==> config.mk <==
export PLATFORM = sky130hd
export DESIGN_NAME = nms_frame_ctrl_flat
export DESIGN_NICKNAME = d
export VERILOG_FILES = /design/src/rtl/nms_ctrl_pkg.sv /design/src/rtl/nms_frame_ctrl_if.sv /design/src/rtl/nms_pos_cnt.sv /design/src/rtl/nms_frame_ctrl.sv /design/src/flat_wrapper.sv
export SDC_FILE = /design/constraint.sdc
export NUM_CORES = 1
export LEC_CHECK = 0
export CAP_MARGIN = 10
export CORE_MARGIN = 2
export CORE_UTILIZATION = 42
export CTS_BUF_LIST = sky130_fd_sc_hd__clkbuf_16
export CTS_CLUSTER_DIAMETER = 30
export DETAILED_ROUTE_END_ITERATION = 8
export PLACE_DENSITY = 0.75
export SLEW_MARGIN = 20
export SYNTH_ARGS = -nofsm -noshare
export SYNTH_HDL_FRONTEND = slang
export SYNTH_SLANG_ARGS = --single-unit
==> constraint.sdc <==
create_clock -name clk -period 3.2 [get_ports clk]
set_input_delay 0.48 -clock clk [delete_from_list [all_inputs] [get_ports clk]]
set_output_delay 0.48 -clock clk [all_outputs]
set_load 0.1 [all_outputs]
==> src/rtl/nms_ctrl_pkg.sv <==
// rtl/nms_ctrl_pkg.sv - shared types and constants for the NMS frame sequencer
package nms_ctrl_pkg;

  typedef enum logic [1:0] {
    IDLE  = 2'd0,
    FILL  = 2'd1,
    RUN   = 2'd2,
    FLUSH = 2'd3
  } state_t;

  localparam int BYP_TOP   = 0;
  localparam int BYP_BOT   = 1;
  localparam int BYP_LEFT  = 2;
  localparam int BYP_RIGHT = 3;

  typedef struct packed {
    logic sof;
    logic eol;
    logic eof;
  } sideband_t;

endpackage

==> src/rtl/nms_frame_ctrl_if.sv <==
// rtl/nms_frame_ctrl_if.sv - input/output pixel stream handshake bundle
interface nms_frame_ctrl_if;
  logic in_valid;
  logic in_ready;
  logic out_valid;
  logic out_ready;
  logic out_sof;
  logic out_eol;
  logic out_eof;

  modport master (
    input  in_valid,
    output in_ready,
    output out_valid,
    input  out_ready,
    output out_sof,
    output out_eol,
    output out_eof
  );

  modport slave (
    output in_valid,
    input  in_ready,
    input  out_valid,
    output out_ready,
    input  out_sof,
    input  out_eol,
    input  out_eof
  );
endinterface

==> src/rtl/nms_pos_cnt.sv <==
// rtl/nms_pos_cnt.sv - raster row/column counter with wrap at (H-1, W-1)
module nms_pos_cnt #(
  parameter int COL_W = 12,
  parameter int ROW_W = 12
) (
  input  logic             clk,
  input  logic             rst_n,
  input  logic             clr,
  input  logic             en,
  input  logic [COL_W-1:0] width,
  input  logic [ROW_W-1:0] height,
  output logic [COL_W-1:0] col,
  output logic [ROW_W-1:0] row,
  output logic             last
);

  logic last_col;

  assign last_col = (col == width - COL_W'(1));
  assign last     = last_col && (row == height - ROW_W'(1));

  // step through the raster, wrapping back to (0,0) after the final pixel
  always_ff @(posedge clk) begin
    if (!rst_n || clr) begin
      col <= '0;
      row <= '0;
    end else if (en) begin
      if (last_col) begin
        col <= '0;
        row <= last ? '0 : row + ROW_W'(1);
      end else begin
        col <= col + COL_W'(1);
      end
    end
  end

endmodule

==> src/rtl/nms_frame_ctrl.sv <==
// rtl/nms_frame_ctrl.sv - NMS frame sequencer; NMS_STATS_EN adds the edge pixel counter
module nms_frame_ctrl
  import nms_ctrl_pkg::*;
#(
  parameter int COL_W = 12,
  parameter int ROW_W = 12,
  parameter int CNT_W = 24
) (
  input  logic              clk,
  input  logic              rst_n,
  input  logic              start,
  input  logic [COL_W-1:0]  cfg_width,
  input  logic [ROW_W-1:0]  cfg_height,
  nms_frame_ctrl_if.master  bus,
  output logic              win_shift,
  output logic [3:0]        bypass,
  input  logic              nms_mask_in,
  output logic              busy,
  output logic              cfg_err,
  output logic [CNT_W-1:0]  edge_count
);

  state_t state, state_nxt;

  logic [COL_W-1:0] w_reg;
  logic [ROW_W-1:0] h_reg;
  logic [COL_W-1:0] in_col, ctr_col;
  logic [ROW_W-1:0] in_row, ctr_row;
  logic             in_last, ctr_last;
  logic             cfg_ok, start_go, adv, accept, out_hs, ctr_valid;
  logic             flush_done, s1_fresh;
  sideband_t        s1_sb, out_sb;

  assign cfg_ok    = (cfg_width >= COL_W'(2)) && (cfg_height >= ROW_W'(2));
  assign start_go  = start && (state == IDLE) && cfg_ok;
  assign adv       = !bus.out_valid || bus.out_ready;
  assign accept    = bus.in_valid && bus.in_ready;
  assign out_hs    = bus.out_valid && bus.out_ready;
  // once FILL has loaded W+1 pixels every further shift forms a window with a real centre
  assign ctr_valid = (state == RUN) || (state == FLUSH);

  nms_pos_cnt #(.COL_W(COL_W), .ROW_W(ROW_W)) u_in_pos (
    .clk(clk), .rst_n(rst_n), .clr(start_go), .en(accept),
    .width(w_reg), .height(h_reg), .col(in_col), .row(in_row), .last(in_last)
  );

  nms_pos_cnt #(.COL_W(COL_W), .ROW_W(ROW_W)) u_ctr_pos (
    .clk(clk), .rst_n(rst_n), .clr(start_go), .en(win_shift && ctr_valid),
    .width(w_reg), .height(h_reg), .col(ctr_col), .row(ctr_row), .last(ctr_last)
  );

  // state register
  always_ff @(posedge clk) begin
    if (!rst_n) state <= IDLE;
    else        state <= state_nxt;
  end

  // next-state: fill W+1 pixels, run to the last input, flush until the eof result leaves
  always_comb begin
    state_nxt = state;
    case (state)
      IDLE:  if (start_go) state_nxt = FILL;
      FILL:  if (accept && in_row == ROW_W'(1) && in_col == '0) state_nxt = RUN;
      RUN:   if (accept && in_last) state_nxt = FLUSH;
      FLUSH: if (out_hs && bus.out_eof) state_nxt = IDLE;
      default: state_nxt = IDLE;
    endcase
  end

  // state-decoded handshake and shift controls
  always_comb begin
    bus.in_ready = adv && (state == FILL || state == RUN);
    win_shift    = adv && ((bus.in_valid && (state == FILL || state == RUN)) ||
                           (state == FLUSH && !flush_done));
    busy         = (state != IDLE);
  end

  // frame geometry, config error pulse and the end-of-flush marker
  always_ff @(posedge clk) begin
    if (!rst_n) begin
      w_reg      <= '0;
      h_reg      <= '0;
      cfg_err    <= 1'b0;
      flush_done <= 1'b0;
    end else begin
      cfg_err <= start && (state == IDLE) && !cfg_ok;
      if (start_go) begin
        w_reg      <= cfg_width;
        h_reg      <= cfg_height;
        flush_done <= 1'b0;
      end else if (win_shift && state == FLUSH && ctr_last) begin
        flush_done <= 1'b1;
      end
    end
  end

  // stage 1: bypass and sideband follow the window; s1_fresh marks an unconsumed centre
  always_ff @(posedge clk) begin
    if (!rst_n) begin
      bypass   <= '0;
      s1_sb    <= '0;
      s1_fresh <= 1'b0;
    end else begin
      if (win_shift) begin
        bypass[BYP_TOP]   <= (ctr_row == '0);
        bypass[BYP_BOT]   <= (ctr_row == h_reg - ROW_W'(1));
        bypass[BYP_LEFT]  <= (ctr_col == '0);
        bypass[BYP_RIGHT] <= (ctr_col == w_reg - COL_W'(1));
        s1_sb.sof         <= (ctr_row == '0) && (ctr_col == '0);
        s1_sb.eol         <= (ctr_col == w_reg - COL_W'(1));
        s1_sb.eof         <= ctr_last;
      end
      if (adv) s1_fresh <= win_shift && ctr_valid;
    end
  end

  // stage 2: valid/sideband aligned with the kernel register, held while stalled
  always_ff @(posedge clk) begin
    if (!rst_n) begin
      bus.out_valid <= 1'b0;
      out_sb        <= '0;
    end else if (adv) begin
      bus.out_valid <= s1_fresh;
      out_sb        <= s1_sb;
    end
  end

  assign bus.out_sof = out_sb.sof;
  assign bus.out_eol = out_sb.eol;
  assign bus.out_eof = out_sb.eof;

`ifdef NMS_STATS_EN
  logic [CNT_W-1:0] edge_acc, acc_nxt, edge_cnt_r;

  // saturating count of accepted outputs flagged as edges
  always_comb begin
    acc_nxt = edge_acc;
    if (out_hs && nms_mask_in && !(&edge_acc)) acc_nxt = edge_acc + CNT_W'(1);
  end

  // accumulate over the frame and publish the total at the eof handshake
  always_ff @(posedge clk) begin
    if (!rst_n) begin
      edge_acc   <= '0;
      edge_cnt_r <= '0;
    end else begin
      edge_acc <= start_go ? '0 : acc_nxt;
      if (out_hs && bus.out_eof) edge_cnt_r <= acc_nxt;
    end
  end

  assign edge_count = edge_cnt_r;
`else
  logic unused_mask;
  assign unused_mask = nms_mask_in;
  assign edge_count  = '0;
`endif

endmodule

==> src/flat_wrapper.sv <==
// flat-port wrapper written by rule: the top's interface ports become plain ports
module nms_frame_ctrl_flat import nms_ctrl_pkg::*;
#(
  parameter int COL_W = 12,
  parameter int ROW_W = 12,
  parameter int CNT_W = 24
)
  (clk, rst_n, start, cfg_width, cfg_height, win_shift, bypass, nms_mask_in, busy, cfg_err, edge_count, bus_in_valid, bus_in_ready, bus_out_valid, bus_out_ready, bus_out_sof, bus_out_eol, bus_out_eof);
  nms_frame_ctrl_if bus_i ();
  input  logic clk;
  input  logic rst_n;
  input  logic start;
  input  logic [COL_W-1:0] cfg_width;
  input  logic [ROW_W-1:0] cfg_height;
  output logic win_shift;
  output logic [3:0] bypass;
  input  logic nms_mask_in;
  output logic busy;
  output logic cfg_err;
  output logic [CNT_W-1:0] edge_count;
  input wire logic [$bits(bus_i.in_valid)-1:0] bus_in_valid;
  output wire logic [$bits(bus_i.in_ready)-1:0] bus_in_ready;
  output wire logic [$bits(bus_i.out_valid)-1:0] bus_out_valid;
  input wire logic [$bits(bus_i.out_ready)-1:0] bus_out_ready;
  output wire logic [$bits(bus_i.out_sof)-1:0] bus_out_sof;
  output wire logic [$bits(bus_i.out_eol)-1:0] bus_out_eol;
  output wire logic [$bits(bus_i.out_eof)-1:0] bus_out_eof;
  assign bus_i.in_valid = bus_in_valid;
  assign bus_in_ready = bus_i.in_ready;
  assign bus_out_valid = bus_i.out_valid;
  assign bus_i.out_ready = bus_out_ready;
  assign bus_out_sof = bus_i.out_sof;
  assign bus_out_eol = bus_i.out_eol;
  assign bus_out_eof = bus_i.out_eof;
  nms_frame_ctrl #(.COL_W(COL_W), .ROW_W(ROW_W), .CNT_W(CNT_W)) u_core (.clk(clk), .rst_n(rst_n), .start(start), .cfg_width(cfg_width), .cfg_height(cfg_height), .bus(bus_i), .win_shift(win_shift), .bypass(bypass), .nms_mask_in(nms_mask_in), .busy(busy), .cfg_err(cfg_err), .edge_count(edge_count));
endmodule
* After elaboration in Yosys (flattened, before gate mapping)
Index checks and enable logic that the tools add are counted.
** Storage, ports and cells
- Bits in latches :: 0
- Register bits after elaboration :: 88
- RAM bits :: 0
- Memory bits (read-only) :: 0
- Memories kept :: 0
- Logic and storage cells :: 86
** Cells by class
- $add $sub $neg :: 6
- $lt $le $gt $ge :: 2
- $mul :: 0
- Bitwise logic cells :: 1
- Equal/unequal tests :: 12
- Reductions and logical operators :: 38
- Mux-type cells :: 9
- Div/mod/pow operators :: 0
- Shift operators :: 0
** Operators with widths (number)
- adder 12 x 1 -> 12 bit, second input constant :: 4
- equality test 12 bit :: 4
- 2-to-1 mux 12 bit :: 4
- zero test 12 bit :: 3
- greater-or-equal comparator 12 x 2 -> 1 bit, second input constant :: 2
- subtractor 12 x 1 -> 12 bit, second input constant :: 2
- logical AND 1 bit :: 20
- equality test 12 x 1 -> 1 bit, second input constant :: 1
- 2-to-1 mux 2 bit :: 4
- one-hot mux 2 bit (4 select lines) :: 1
- inequality test 2 bit, second input constant :: 3
- logical OR 1 bit :: 5
- equality test 2 bit, second input constant :: 2
- zero test 1 bit :: 4
- AND reduction 2 bit :: 2
- AND reduction 4 bit :: 1
- equality test 2 x 1 -> 1 bit, second input constant :: 1
- zero test 2 bit :: 1
- inequality test 2 x 1 -> 1 bit, second input constant :: 1
- nonzero test 2 bit :: 1
- OR reduction 2 bit :: 1
- inverter 1 bit :: 1

* Longest topological paths before layout
Gate-level depths: netlist of the first run.
- Word-level depth :: 8
- Gate-level depth with buffers :: 13
- Gate-level depth less buffers :: 11

* Hierarchy
From an unflattened synthesis of the first run, not the netlist that was laid out.
** Second synthesis, totals
- Cells, all modules :: 845
- Area, all modules :: 6693.9 um2
** Modules (own cells, without submodules)
- nms_pos_cnt :: sequential area each 480.5 um2, cells an instance 261, area an instance 1968.1 um2, times used 2
- nms_frame_ctrl :: sequential area each 780.7 um2, cells an instance 323, area an instance 2757.6 um2, times used 1

* Worst setup path before layout of the first run
Ideal clock, no wire load.
- Path type :: register to register
- From :: register u_core.bus.out_valid
- To :: register u_core.u_ctr_pos.row[10]
- Path slack :: -400 ps
- Period minus slack after synthesis :: 3600 ps
- Cell stages (with the launch flop) :: 12
- Buffers on the path :: 2
- Required time :: 3085 ps
- Arrival time :: 3485 ps
- Setup time :: 115 ps
- Path through :: dfxtp_1 -> nor2b_1 -> clkbuf_1 -> a21o_1 -> inv_1 -> o21ai_0 -> nor2_1 -> or4b_4 -> buf_6 -> nor3_1 -> xnor2_1 -> nor2_1
** Between the ends
- Word-level cells in the longest chain between the ends :: 5
** Ends and longest elaborated chain
- start: declaration :: line nms_frame_ctrl_if.sv:14 : output out_valid,
- start signal: assignment :: line nms_frame_ctrl.sv:123 : bus.out_valid <= s1_fresh;
- zero test 1 bit :: line nms_frame_ctrl.sv:36 : assign adv = !bus.out_valid || bus.out_ready;
- logical OR 1 bit :: line nms_frame_ctrl.sv:36
- logical AND 1 bit :: line nms_frame_ctrl.sv:73 : win_shift = adv && ((bus.in_valid && (state == FILL || state == RUN)) ||
- net win_shift :: line flat_wrapper.sv:15 : output logic win_shift;
- logical AND 1 bit :: line nms_frame_ctrl.sv:48 : .clk(clk), .rst_n(rst_n), .clr(start_go), .en(win_shift && ctr_valid),
- AND reduction 2 bit (no line)
- end signal: assignment :: line nms_pos_cnt.sv:30 : row <= last ? '0 : row + ROW_W'(1);
- end: declaration :: line nms_pos_cnt.sv:13 : output logic [ROW_W-1:0] row,
The timed path passes the listed nets, and every way through them passes these cells.
A chain may end at the register's enable or synchronous reset.

* Final worst setup path of the first run
- From :: register u_core.w_reg[0]
- To :: register u_core.u_in_pos.row[8]
** Between the ends
- Word-level cells in the longest chain between the ends :: 4
** Ends and longest elaborated chain
- start: declaration :: line nms_frame_ctrl.sv:25 : logic [COL_W-1:0] w_reg;
- start signal: assignment :: line nms_frame_ctrl.sv:88 : w_reg <= cfg_width;
- subtractor 12 x 1 -> 12 bit * :: line nms_pos_cnt.sv:19 : assign last_col = (col == width - COL_W'(1));
- equality test 12 bit * :: line nms_pos_cnt.sv:19
- logical AND 1 bit :: line nms_pos_cnt.sv:20 : assign last = last_col && (row == height - ROW_W'(1));
- 2-to-1 mux 12 bit :: line nms_pos_cnt.sv:30
- end signal: assignment :: line nms_pos_cnt.sv:30
- end: declaration :: line nms_pos_cnt.sv:13
Mark *: on every way between the ends. The rest lies on a longest branch, timed or not.

==> results of run 1 <==
cell families (layout without fill, tap and decap cells):
kind of cell    Yosys count  after routing  synth area share
simple gates            284            284            0.2783
mux                      28             28           0.04956
buf+inv                  92            132           0.08296
xor+xnor                 92             92            0.1571
other cells               1             24         0.0006631
fa+ha+maj                15             15           0.03319
flops                    87             87            0.3080
compound gates           77             77           0.09027
what timing repair did:
item                       in CTS  in global routing
setup endpoints to repair       1                 38
pin swaps                       0                  2
buffers inserted                0                  2
gates resized for setup         1                  7
metrics by stage:
step                          TNS, ns  instance area (um2)  utilization  power, W
after floorplan                     0                 5747            -  0.003004
final                               0                 6724       0.5098  0.004711
after CTS                           0                 6674       0.5060  0.004696
after global placement              0                 6364       0.4825  0.003568
after global routing      -0.00007927                 6724       0.5098  0.004972
after detailed placement            0                 6364       0.4825  0.003591
worst min-delay path, delay by kind of cell (launching register included):
| kind | cells | cell delay [ns] |
|---|---|---|
| AO/OA/AOI/OAI | 1 | 0.06 |
| flip-flops | 1 | 0.31 |
| AND/OR/NAND/NOR | 1 | 0.05 |
final cells by class:
type                            instances  area share
Clock buffer                            9     0.03349
Timing Repair Buffer                   86      0.1141
Clock inverter                          7     0.01191
Tap cell                              176     0.03275
Inverter                               30     0.01731
Multi-Input combinational cell        520      0.5313
Sequential cell                        87      0.2592
power groups by stage:
stage / clock network [W] / logic [W] / registers [W]
2_1_floorplan: 0 / 0.00162 / 0.00139
3_3_place_gp: 0 / 0.00225 / 0.00132
3_5_place_dp: 0 / 0.00227 / 0.00132
4_1_cts: 0.00111 / 0.00228 / 0.00130
5_1_grt: 0.00116 / 0.00250 / 0.00132
6_report: 0.00109 / 0.00231 / 0.00131
synthesized netlist by cell type, types with 3 or more instances:
cell | number | area, um2
a21boi_0 | 4 | 30.03
a21oi_1 | 22 | 110.1
and2_1 | 3 | 18.77
and3_1 | 7 | 43.79
buf_2 | 6 | 30.03
buf_4 | 25 | 187.7
buf_6 | 3 | 33.78
clkbuf_1 | 28 | 105.1
dfxtp_1 | 87 | 1742
ha_1 | 15 | 187.7
inv_1 | 30 | 112.6
mux2i_1 | 28 | 280.3
nand2_1 | 48 | 180.2
nand2b_1 | 6 | 37.54
nand3_1 | 21 | 105.1
nand3b_1 | 4 | 30.03
nand4_1 | 21 | 131.4
nor2_1 | 63 | 236.5
nor2b_1 | 34 | 212.7
nor3_1 | 15 | 75.07
nor4_1 | 20 | 125.1
nor4_2 | 3 | 37.54
nor4b_1 | 3 | 26.28
o21a_1 | 3 | 22.52
o21ai_0 | 13 | 65.06
o31ai_1 | 10 | 75.07
or3_1 | 7 | 43.79
or4_1 | 12 | 90.09
xnor2_1 | 47 | 411.6
xnor3_1 | 6 | 135.1
xor2_1 | 39 | 341.6
metal layers:
metal | GRT usage | vias to the layer above | routed length (um)
li1 | - | 2412 | -
met1 | 0.2417 | 2306 | 6079
met2 | 0.3398 | 158 | 6783
met3 | 0.03470 | 25 | 684
met4 | 0.06103 | 0 | 271
met5 | 0 | - | 0
worst paths after layout:
check / slack [ns] / to
max: 0.14 / u_core.u_in_pos.row[8]
min: 0.46 / u_core.bypass[1]
max reg2reg: 0.14 / u_core.u_in_pos.row[8]
min reg2reg: 0.46 / u_core.bypass[1]
==> metrics.txt, run 1 <==
# TYPE chip_impl_metric gauge
chip_impl_metric{name="final.setup.worst_slack",unit="ns"} 0.1351
chip_impl_metric{name="internal-power",unit="W"} 0.002786
chip_impl_metric{name="syn_area_per_cell",unit="um2"} 8.366
chip_impl_metric{name="drt_iter0_markers",unit=""} 281
chip_impl_info{name="yosys_most_used_dff",value="dfxtp_1"} 1
chip_impl_info{name="worst_setup_path_end_kind",value="flip-flop"} 1
chip_impl_metric{name="die_h",unit="um"} 120.0
chip_impl_metric{name="holdWs",unit="ns"} 0.4649
chip_impl_metric{name="ffs_latches_synth",unit=""} 87
chip_impl_info{name="cpLargestDelayFamily",value="simple AND/OR/NAND/NOR gates"} 1
chip_impl_info{name="criticalPathCategory",value="flip-flop to flip-flop"} 1
chip_impl_metric{name="critical_path_peak_fanout",unit=""} 12
chip_impl_metric{name="vias",unit=""} 4901
chip_impl_metric{name="design.portCount",unit=""} 66
chip_impl_metric{name="fp.dieW",unit="um"} 120.0
chip_impl_info{name="crit_slowest_cell",value="or4_1"} 1
chip_impl_metric{name="clock_insertion_delay_worst_skew",unit="ns"} 0.34
chip_impl_metric{name="min_period",unit="ns"} 3.065
chip_impl_metric{name="cts-buffers-inserted",unit=""} 9
chip_impl_metric{name="wl_per_cell",unit="um"} 15.10
chip_impl_info{name="startpoint_type",value="flip-flop"} 1
chip_impl_metric{name="core.rowCount",unit=""} 42
chip_impl_metric{name="grt_antenna_before_repair",unit=""} 0
chip_impl_metric{name="cts_htree_levels",unit=""} 3
chip_impl_info{name="cts_root_buf",value="clkbuf_16"} 1
chip_impl_metric{name="multi_input_comb_area",unit="um2"} 3572
chip_impl_metric{name="sequential_cell_area",unit="um2"} 1743
chip_impl_metric{name="cpPeakStageDelay",unit="ns"} 0.47
chip_impl_metric{name="netlist_instances",unit=""} 676
chip_impl_metric{name="final_weighted_congestion_in_routability_driven_placement",unit=""} 0.9312
chip_impl_metric{name="power_frac_comb",unit=""} 0.491
chip_impl_metric{name="netSwitchingFraction",unit=""} 0.4086
chip_impl_metric{name="cts.path.max_buffers",unit=""} 2
chip_impl_metric{name="timing_worst_slew_pin_value",unit="ns"} 0.9652
chip_impl_metric{name="async_flop_share",unit=""} 0
chip_impl_info{name="worstReg2RegStart",value="u_core.w_reg[0]"} 1
chip_impl_metric{name="dp.cells",unit=""} 897
chip_impl_metric{name="layout.cells.non_filler",unit=""} 915
chip_impl_metric{name="max_clock_freq",unit="GHz"} 0.3263
chip_impl_metric{name="p_seq_frac",unit=""} 0.277
chip_impl_info{name="run_status",value="finished, final reports clean"} 1
chip_impl_metric{name="place.detailed.hpwl",unit="um"} 10400
chip_impl_metric{name="cap_violations",unit=""} 0
chip_impl_metric{name="hold_viol",unit=""} 0
chip_impl_metric{name="final_antenna_net_count",unit=""} 0
chip_impl_metric{name="grt_first_pass_wirelength",unit="um"} 22570
chip_impl_metric{name="total_power_per_unit_cell_area",unit="nW/um2"} 700.7
chip_impl_info{name="hold_class",value="flip-flop to flip-flop"} 1
chip_impl_metric{name="period_utilization",unit=""} 0.9578
chip_impl_metric{name="grt_start_max_net_pins",unit=""} 41
chip_impl_metric{name="worst_setup_hold_path_clk_slew",unit="ns"} 0.06
chip_impl_metric{name="wirelength",unit="um"} 13820
chip_impl_metric{name="area.growth.synth_to_final",unit="%"} 18.89
chip_impl_metric{name="synth_area",unit="um2"} 5655
chip_impl_metric{name="drt_first_pass_iters",unit=""} 5
chip_impl_metric{name="clock_sinks",unit=""} 87
chip_impl_metric{name="num-nets-final",unit=""} 779
chip_impl_metric{name="timing.max_slew.rel_slack",unit=""} 0.3545
chip_impl_metric{name="num_antenna_cells",unit=""} 0
chip_impl_metric{name="worst-path-buf-inv",unit=""} 2
chip_impl_metric{name="die_area",unit="um2"} 14410
chip_impl_metric{name="grt.total_usage",unit=""} 0.1944
chip_impl_metric{name="coreArea",unit="um2"} 13190
chip_impl_metric{name="nFillCells",unit=""} 1237
chip_impl_metric{name="initial_core_util",unit=""} 0.4288
chip_impl_metric{name="remaining_drc_errors",unit=""} 0
chip_impl_metric{name="ys_warn_count",unit=""} 0
chip_impl_metric{name="yosys.cell_types.count",unit=""} 64
chip_impl_metric{name="reg2regPathDepth",unit=""} 11
chip_impl_metric{name="cp.depth",unit=""} 11
chip_impl_info{name="final_common_cell",value="dfxtp_1"} 1
chip_impl_metric{name="grt.overflow.total",unit=""} 0
chip_impl_metric{name="total_switching_power",unit="W"} 0.001925
chip_impl_metric{name="power_frac_clock",unit=""} 0.232
chip_impl_info{name="tritoncts",value="done"} 1
chip_impl_metric{name="setup_viol_count_final",unit=""} 0
chip_impl_info{name="setup.worst_path.start",value="u_core.w_reg[0]"} 1
chip_impl_metric{name="worst-endpoint-arrival",unit="ns"} 3.34
chip_impl_metric{name="worst-endpoint-required",unit="ns"} 3.47
chip_impl_metric{name="synth_enable_flop_cells",unit=""} 0
chip_impl_metric{name="total_leakage_power",unit="nW"} 2.622
chip_impl_metric{name="grt_pass1_vias",unit=""} 4584
chip_impl_metric{name="port-buffer-count",unit=""} 40
chip_impl_metric{name="clock-skew-final",unit="ns"} 0.006742
chip_impl_metric{name="hold_buffers",unit=""} 0
chip_impl_metric{name="layout-drive-gt1-share",unit=""} 0.1177
chip_impl_info{name="mostFrequentLayoutCells",value="86 x dfxtp_1, 63 x nor2_1, 50 x buf_4, 48 x nand2_1, 47 x xnor2_1"} 1
chip_impl_metric{name="vdd.ir_drop.worst",unit="mV"} 0.3439
chip_impl_info{name="hold_start",value="u_core.bypass[1]"} 1
chip_impl_metric{name="synth_sequential_area_ratio",unit=""} 0.3080
chip_impl_info{name="crit_path_cell_trace",value="inv_1, ha_1, xor2_1, o211ai_1, a311o_1, a221o_1, nor4_4, nand4_1, buf_4, or4_1, a21oi_1"} 1
chip_impl_metric{name="timing.hold.worst_path_depth",unit=""} 2
chip_impl_metric{name="vias_per_cell",unit=""} 5.356
chip_impl_metric{name="final-max-slew-violation-count",unit=""} 0
chip_impl_metric{name="place_ws",unit="ns"} 0.01509
Note: power is estimated with default switching activity, not from simulation.
==> inputs of run 2 (changes only) <==
CORE_ASPECT_RATIO = 1.75   (was default)
==> run 2 against run 1 <==
  * Clock skew shrank 0.0034 ns
  * Highest routed layer unchanged
  * Die area grew 0.26%
  * Clock-buffer cell count is the same
  * Largest power group unchanged
  * Maximum frequency grew 1.5%
==> metrics.txt, run 2 (synthesis results as in run 1) <==
# TYPE chip_impl_metric gauge
chip_impl_metric{name="wl_per_cell",unit="um"} 15.52
chip_impl_metric{name="period_utilization",unit=""} 0.9433
chip_impl_metric{name="setup_viol_count_final",unit=""} 0
chip_impl_metric{name="grt_pass1_vias",unit=""} 4841
chip_impl_metric{name="grt.total_usage",unit=""} 0.2010
chip_impl_metric{name="vias",unit=""} 4901
chip_impl_metric{name="drt_iter0_markers",unit=""} 253
chip_impl_metric{name="place.detailed.hpwl",unit="um"} 10680
chip_impl_metric{name="worst-endpoint-arrival",unit="ns"} 3.25
chip_impl_metric{name="clock_sinks",unit=""} 87
chip_impl_info{name="hold-path-endpoint",value="u_core.flush_done"} 1
chip_impl_metric{name="max_clock_freq",unit="GHz"} 0.3313
chip_impl_info{name="run_status",value="finished, final reports clean"} 1
chip_impl_metric{name="hold_viol",unit=""} 0
chip_impl_metric{name="vias_per_cell",unit=""} 5.386
chip_impl_metric{name="design.portCount",unit=""} 66
chip_impl_metric{name="final_antenna_net_count",unit=""} 0
chip_impl_metric{name="num_antenna_cells",unit=""} 0
chip_impl_info{name="worstReg2RegStart",value="u_core.w_reg[0]"} 1
chip_impl_metric{name="core.rowCount",unit=""} 56
chip_impl_metric{name="utilization",unit=""} 0.4999
chip_impl_metric{name="critical_path_peak_fanout",unit=""} 8
chip_impl_metric{name="met2_wire_length",unit="um"} 7765
chip_impl_metric{name="timing.max_slew.rel_slack",unit=""} 0.3531
chip_impl_metric{name="cap_violations",unit=""} 0
chip_impl_metric{name="die_h",unit="um"} 157.5
chip_impl_metric{name="die_area",unit="um2"} 14450
chip_impl_metric{name="setup_tns",unit="ns"} 0
chip_impl_metric{name="coreArea",unit="um2"} 13310
chip_impl_metric{name="nFillCells",unit=""} 1300
chip_impl_metric{name="fp.dieW",unit="um"} 91.72
chip_impl_metric{name="timing_worst_slew_pin_value",unit="ns"} 0.9674
chip_impl_metric{name="timing.hold.worst_path_depth",unit=""} 1
chip_impl_metric{name="grt.overflow.total",unit=""} 0
chip_impl_metric{name="r2r_setup_slack",unit="ns"} 0.18
chip_impl_metric{name="wirelength",unit="um"} 14120
chip_impl_metric{name="dpl-instance-area",unit="um2"} 6346
chip_impl_info{name="cts_root_buf",value="clkbuf_16"} 1
chip_impl_metric{name="port-buffer-count",unit=""} 40
chip_impl_metric{name="vdd.ir_drop.worst",unit="mV"} 0.7627
chip_impl_info{name="worst_setup_path_end_kind",value="flip-flop"} 1
chip_impl_metric{name="min_period",unit="ns"} 3.019
chip_impl_metric{name="worst-endpoint-required",unit="ns"} 3.44
chip_impl_info{name="top_layer_used",value="met4"} 1
chip_impl_metric{name="area.growth.synth_to_final",unit="%"} 17.68
chip_impl_metric{name="grt_start_max_net_pins",unit=""} 41
chip_impl_info{name="tritoncts",value="done"} 1
chip_impl_metric{name="remaining_drc_errors",unit=""} 0
chip_impl_metric{name="worst_setup_hold_path_clk_slew",unit="ns"} 0.06
chip_impl_metric{name="met1_length",unit="um"} 5208
chip_impl_metric{name="cts-buffers-inserted",unit=""} 9
chip_impl_info{name="hold_start",value="u_core.flush_done"} 1
chip_impl_metric{name="reg2regPathDepth",unit=""} 10
chip_impl_info{name="hold_class",value="flip-flop to flip-flop"} 1
chip_impl_metric{name="grt_antenna_before_repair",unit=""} 0
chip_impl_metric{name="num-nets-final",unit=""} 776
chip_impl_info{name="startpoint_type",value="flip-flop"} 1
chip_impl_metric{name="routed-wl-met3",unit="um"} 619
chip_impl_info{name="setup_repair_after_global_routing_missed_its_margin",value="false"} 1
chip_impl_metric{name="cts.path.max_buffers",unit=""} 2
chip_impl_metric{name="final-max-slew-violation-count",unit=""} 0
chip_impl_metric{name="drt_first_pass_iters",unit=""} 4
chip_impl_info{name="criticalPathCategory",value="flip-flop to flip-flop"} 1
chip_impl_metric{name="clock_insertion_delay_worst_skew",unit="ns"} 0.34
chip_impl_metric{name="grt_first_pass_wirelength",unit="um"} 23270
chip_impl_metric{name="cts_htree_levels",unit=""} 3
chip_impl_metric{name="finish.instance_area",unit="um2"} 6655
chip_impl_metric{name="total_leakage_power",unit="nW"} 2.579
chip_impl_metric{name="layout-drive-gt1-share",unit=""} 0.1101
chip_impl_metric{name="final_weighted_congestion_in_routability_driven_placement",unit=""} 0.9457
chip_impl_metric{name="clock-skew-final",unit="ns"} 0.003380
chip_impl_info{name="mostFrequentLayoutCells",value="86 x dfxtp_1, 63 x nor2_1, 47 x xnor2_1, 46 x nand2_1, 46 x buf_4"} 1
chip_impl_metric{name="total_power_per_unit_cell_area",unit="nW/um2"} 695.9
chip_impl_info{name="destination_of_the_worst_register_to_register_timing_path",value="u_core.u_ctr_pos.row[7]"} 1
chip_impl_info{name="final_common_cell",value="dfxtp_1"} 1
chip_impl_metric{name="initial_core_util",unit=""} 0.4248
==> run 2: final cells by class <==
| cell class | count | area [um2] | area share |
|---|---|---|---|
| flip-flops and latches | 87 | 1743 | 0.2619 |
| well taps | 174 | 217.7 | 0.03271 |
| repair buffers | 83 | 745.7 | 0.1121 |
| inverters | 30 | 116.4 | 0.01748 |
| clock inverters | 7 | 57.56 | 0.008648 |
| clock buffers | 9 | 225.2 | 0.03384 |
| multi-input cells | 520 | 3550 | 0.5334 |
==> run 2: how the worst max path moves through the flow <==
stage	slack [ns]	startpoint	to	cells after the start
final	0.18	u_core.w_reg[0]	u_core.u_ctr_pos.row[7]	10
after global routing	0.02	u_core.w_reg[0]	u_core.u_in_pos.row[8]	12
after CTS	0.07	u_core.w_reg[0]	u_core.u_in_pos.row[8]	10
after detailed placement	0.1	u_core.w_reg[0]	u_core.u_ctr_pos.col[3]	10
after global placement	0.11	u_core.w_reg[0]	u_core.u_in_pos.row[10]	10
after floorplan	0.08	u_core.w_reg[0]	u_core.u_ctr_pos.row[2]	12
==> run 2: report_power, final <==
| part | internal, W | switching, W | total [W] |
|---|---|---|---|
| clock network | 0.000593 | 0.000430 | 0.00102 |
| logic | 0.000902 | 0.00141 | 0.00232 |
| registers | 0.00118 | 0.000112 | 0.00129 |
| total | 0.00268 | 0.00196 | 0.00463 |
==> run 2: stage by stage <==
stage / total power, W / hold slack [ns] / worst slack (ns) / std cells
finish: 0.004631 / 0.4588 / 0.1814 / 910
global route: 0.004862 / 0.4902 / 0.02050 / 910
CTS: 0.004619 / 0.4609 / 0.06807 / 909
detailed placement: 0.003579 / 0.4466 / 0.09564 / 893
global placement: 0.003550 / 0.4397 / 0.1092 / 893
floorplan: 0.003004 / 0.4317 / 0.08252 / 699
==> run 2: what timing repair did <==
item,CTS,global route
resized for setup,0,5
setup endpoints to repair,0,32
endpoints found under the hold margin,0,0
buffers inserted,0,1
hold buffers,0,0
==> run 2: worst max-delay path: stages (launching register included) <==
cell and delay [ns]:
dfxtp_1 0.34, inv_1 0.07, ha_2 0.21, nor3b_4 0.30
nand2_1 0.14, xnor2_1 0.15, or4_1 0.55, or4b_4 0.61
nor4_1 0.34, xnor2_1 0.16, nor2_1 0.05
==> run 2: layer usage <==
| metal | up-vias | track usage |
|---|---|---|
| met4 | 0 | 0.1016 |
| met5 | - | 0 |
| met2 | 133 | 0.3894 |
| li1 | 2405 | - |
| met1 | 2325 | 0.2063 |
| met3 | 38 | 0.02824 |
==> inputs of run 3 (changes only) <==
ABC_CLOCK_PERIOD_IN_PS = 3200   (was default)
CORE_ASPECT_RATIO = 1.2   (was 1.75)
==> run 3 against run 2 <==
  * Non-clock buffer count shrank 4
  * Sequential share of layout area grew 0.21 points
  * First-iteration DRC count shrank 19%
  * Largest cell class unchanged
  * Register-to-register slack lost 0.03 ns
  * Routed wire length shrank 6.3%
  * Sequential power is essentially flat
  * Highest routed layer unchanged
==> metrics.txt, run 3 (synthesis results as in run 1) <==
# TYPE chip_impl_metric gauge
chip_impl_metric{name="grt_pass1_vias",unit=""} 4747
chip_impl_metric{name="grt_start_max_net_pins",unit=""} 41
chip_impl_info{name="final_common_cell",value="dfxtp_1"} 1
chip_impl_metric{name="drt_first_pass_iters",unit=""} 4
chip_impl_metric{name="vdd.ir_drop.worst",unit="mV"} 0.4528
chip_impl_metric{name="vias_per_cell",unit=""} 5.348
chip_impl_metric{name="clock_insertion_delay_worst_skew",unit="ns"} 0.35
chip_impl_metric{name="critical_path_peak_fanout",unit=""} 9
chip_impl_metric{name="grt.overflow.total",unit=""} 0
chip_impl_metric{name="area.growth.synth_to_final",unit="%"} 16.75
chip_impl_metric{name="wl_per_cell",unit="um"} 14.72
chip_impl_metric{name="design.portCount",unit=""} 66
chip_impl_metric{name="coreArea",unit="um2"} 13180
chip_impl_metric{name="clock-skew-final",unit="ns"} 0.005478
chip_impl_metric{name="cpPeakStageDelay",unit="ns"} 0.66
chip_impl_metric{name="timing_worst_slew_pin_value",unit="ns"} 0.9699
chip_impl_metric{name="drt_iter0_markers",unit=""} 206
chip_impl_metric{name="num_antenna_cells",unit=""} 0
chip_impl_info{name="setup_repair_after_global_routing_missed_its_margin",value="false"} 1
chip_impl_metric{name="worst-endpoint-arrival",unit="ns"} 3.29
chip_impl_metric{name="place.detailed.hpwl",unit="um"} 10010
chip_impl_metric{name="worst_setup_hold_path_clk_slew",unit="ns"} 0.06
chip_impl_info{name="criticalPathCategory",value="flip-flop to flip-flop"} 1
chip_impl_info{name="worst_setup_path_end_kind",value="flip-flop"} 1
chip_impl_metric{name="utilization",unit=""} 0.5009
chip_impl_metric{name="core.rowCount",unit=""} 46
chip_impl_metric{name="port-buffer-count",unit=""} 40
chip_impl_metric{name="timing.max_slew.rel_slack",unit=""} 0.3513
chip_impl_metric{name="die_area",unit="um2"} 14410
chip_impl_metric{name="vias",unit=""} 4808
chip_impl_metric{name="post_cts.repair.setup_buffers",unit=""} 0
chip_impl_metric{name="cts.path.max_buffers",unit=""} 2
chip_impl_metric{name="final-max-slew-violation-count",unit=""} 0
chip_impl_metric{name="max_clock_freq",unit="GHz"} 0.3279
chip_impl_metric{name="nFillCells",unit=""} 1240
chip_impl_metric{name="clock_sinks",unit=""} 87
chip_impl_metric{name="fp.dieW",unit="um"} 109.9
chip_impl_metric{name="dpl-instance-area",unit="um2"} 6301
chip_impl_metric{name="num-nets-final",unit=""} 772
chip_impl_metric{name="final_antenna_net_count",unit=""} 0
chip_impl_info{name="hold_class",value="flip-flop to flip-flop"} 1
chip_impl_metric{name="dp.cells",unit=""} 884
chip_impl_metric{name="die_h",unit="um"} 131.1
chip_impl_info{name="crit_path_cell_trace",value="buf_4, or4_4, nor3_1, buf_4, xnor2_1, nand4_1, or4b_4, nor4_1, xnor2_1, nor2_1"} 1
chip_impl_metric{name="layout-drive-gt1-share",unit=""} 0.1012
chip_impl_metric{name="hold_buffers",unit=""} 0
chip_impl_info{name="tritoncts",value="done"} 1
chip_impl_info{name="cts_root_buf",value="clkbuf_16"} 1
chip_impl_metric{name="layout.cells.non_filler",unit=""} 899
chip_impl_metric{name="cts-buffers-inserted",unit=""} 9
chip_impl_metric{name="grt_antenna_before_repair",unit=""} 0
chip_impl_metric{name="cap_violations",unit=""} 0
chip_impl_metric{name="min_period",unit="ns"} 3.050
chip_impl_metric{name="total_leakage_power",unit="nW"} 2.542
chip_impl_info{name="mostFrequentLayoutCells",value="86 x dfxtp_1, 63 x nor2_1, 47 x nand2_1, 47 x xnor2_1, 42 x buf_4"} 1
chip_impl_metric{name="grt.total_usage",unit=""} 0.1955
chip_impl_metric{name="worst-endpoint-required",unit="ns"} 3.44
chip_impl_info{name="crit_slowest_cell",value="or4b_4"} 1
chip_impl_metric{name="cts_htree_levels",unit=""} 3
chip_impl_metric{name="final_weighted_congestion_in_routability_driven_placement",unit=""} 0.8768
chip_impl_metric{name="hold_viol",unit=""} 0
chip_impl_info{name="startpoint_type",value="flip-flop"} 1
chip_impl_metric{name="total_power_per_unit_cell_area",unit="nW/um2"} 686.9
chip_impl_metric{name="finish.instance_area",unit="um2"} 6603
chip_impl_metric{name="remaining_drc_errors",unit=""} 0
chip_impl_metric{name="grt_first_pass_wirelength",unit="um"} 22490
chip_impl_metric{name="wirelength",unit="um"} 13230
chip_impl_metric{name="period_utilization",unit=""} 0.9530
chip_impl_metric{name="post_cts_resize_count",unit=""} 0
chip_impl_metric{name="setup_tns",unit="ns"} 0
chip_impl_metric{name="initial_core_util",unit=""} 0.4291
chip_impl_info{name="run_status",value="finished, final reports clean"} 1
chip_impl_metric{name="setup_viol_count_final",unit=""} 0
-- run 3: cell count changes in the layout (fill, tap and decap cells not counted), sizes merged --
| cell | change |
|---|---|
| clkdlybuf4s50 | +2 |
| buf | -6 |
| clkinv | +1 |
| inv | -2 |
-- run 3: final cells by class --
class	instances	area, um2	area share
Timing Repair Buffer	79	695.7	0.1054
Tap cell	168	210.2	0.03184
Clock inverter	6	53.80	0.008149
Sequential cell	87	1743	0.2640
Multi-Input combinational cell	520	3558	0.5389
Clock buffer	9	225.2	0.03411
Inverter	30	116.4	0.01762
-- run 3: through the flow --
stage          setup WS [ns]  hold slack, ns  total power (W)
5_1_grt           0.00005973          0.4901         0.004814
4_1_cts               0.1114          0.4671         0.004541
3_3_place_gp          0.1784          0.4555         0.003502
6_report              0.1505          0.4652         0.004536
2_1_floorplan        0.08252          0.4317         0.003004
3_5_place_dp          0.1333          0.4599         0.003524
-- run 3: path summary, 6_finish.rpt --
path	startpoint	endpoint	slack [ns]	cells past startpoint
min	u_core.s1_fresh	u_core.bus.out_valid	0.47	1
max reg2reg	u_core.w_reg[0]	u_core.u_ctr_pos.row[7]	0.15	10
min reg2reg	u_core.s1_fresh	u_core.bus.out_valid	0.47	1
max	u_core.w_reg[0]	u_core.u_ctr_pos.row[7]	0.15	10
-- run 3: report_power, final --
group | internal, W | total, W | switching (W)
logic | 0.000877 | 0.00223 | 0.00135
registers | 0.00118 | 0.00130 | 0.000121
clock network | 0.000590 | 0.00100 | 0.000413
total | 0.00265 | 0.00454 | 0.00189
-- run 3: critical path, delay by kind of cell, from the launching register on --
kind,cells,cell delay (ns)
xor+xnor,2,0.28
simple gates,6,2.02
buf+inv,2,0.33
flops,1,0.31
-- run 3: per-layer routing --
layer | vias up | routed length, um | GRT usage
met2 | 102 | 6768 | 0.3401
li1 | 2402 | - | -
met3 | 21 | 649 | 0.04514
met1 | 2283 | 5569 | 0.2325
met4 | 0 | 243 | 0.06259
met5 | - | 0 | 0
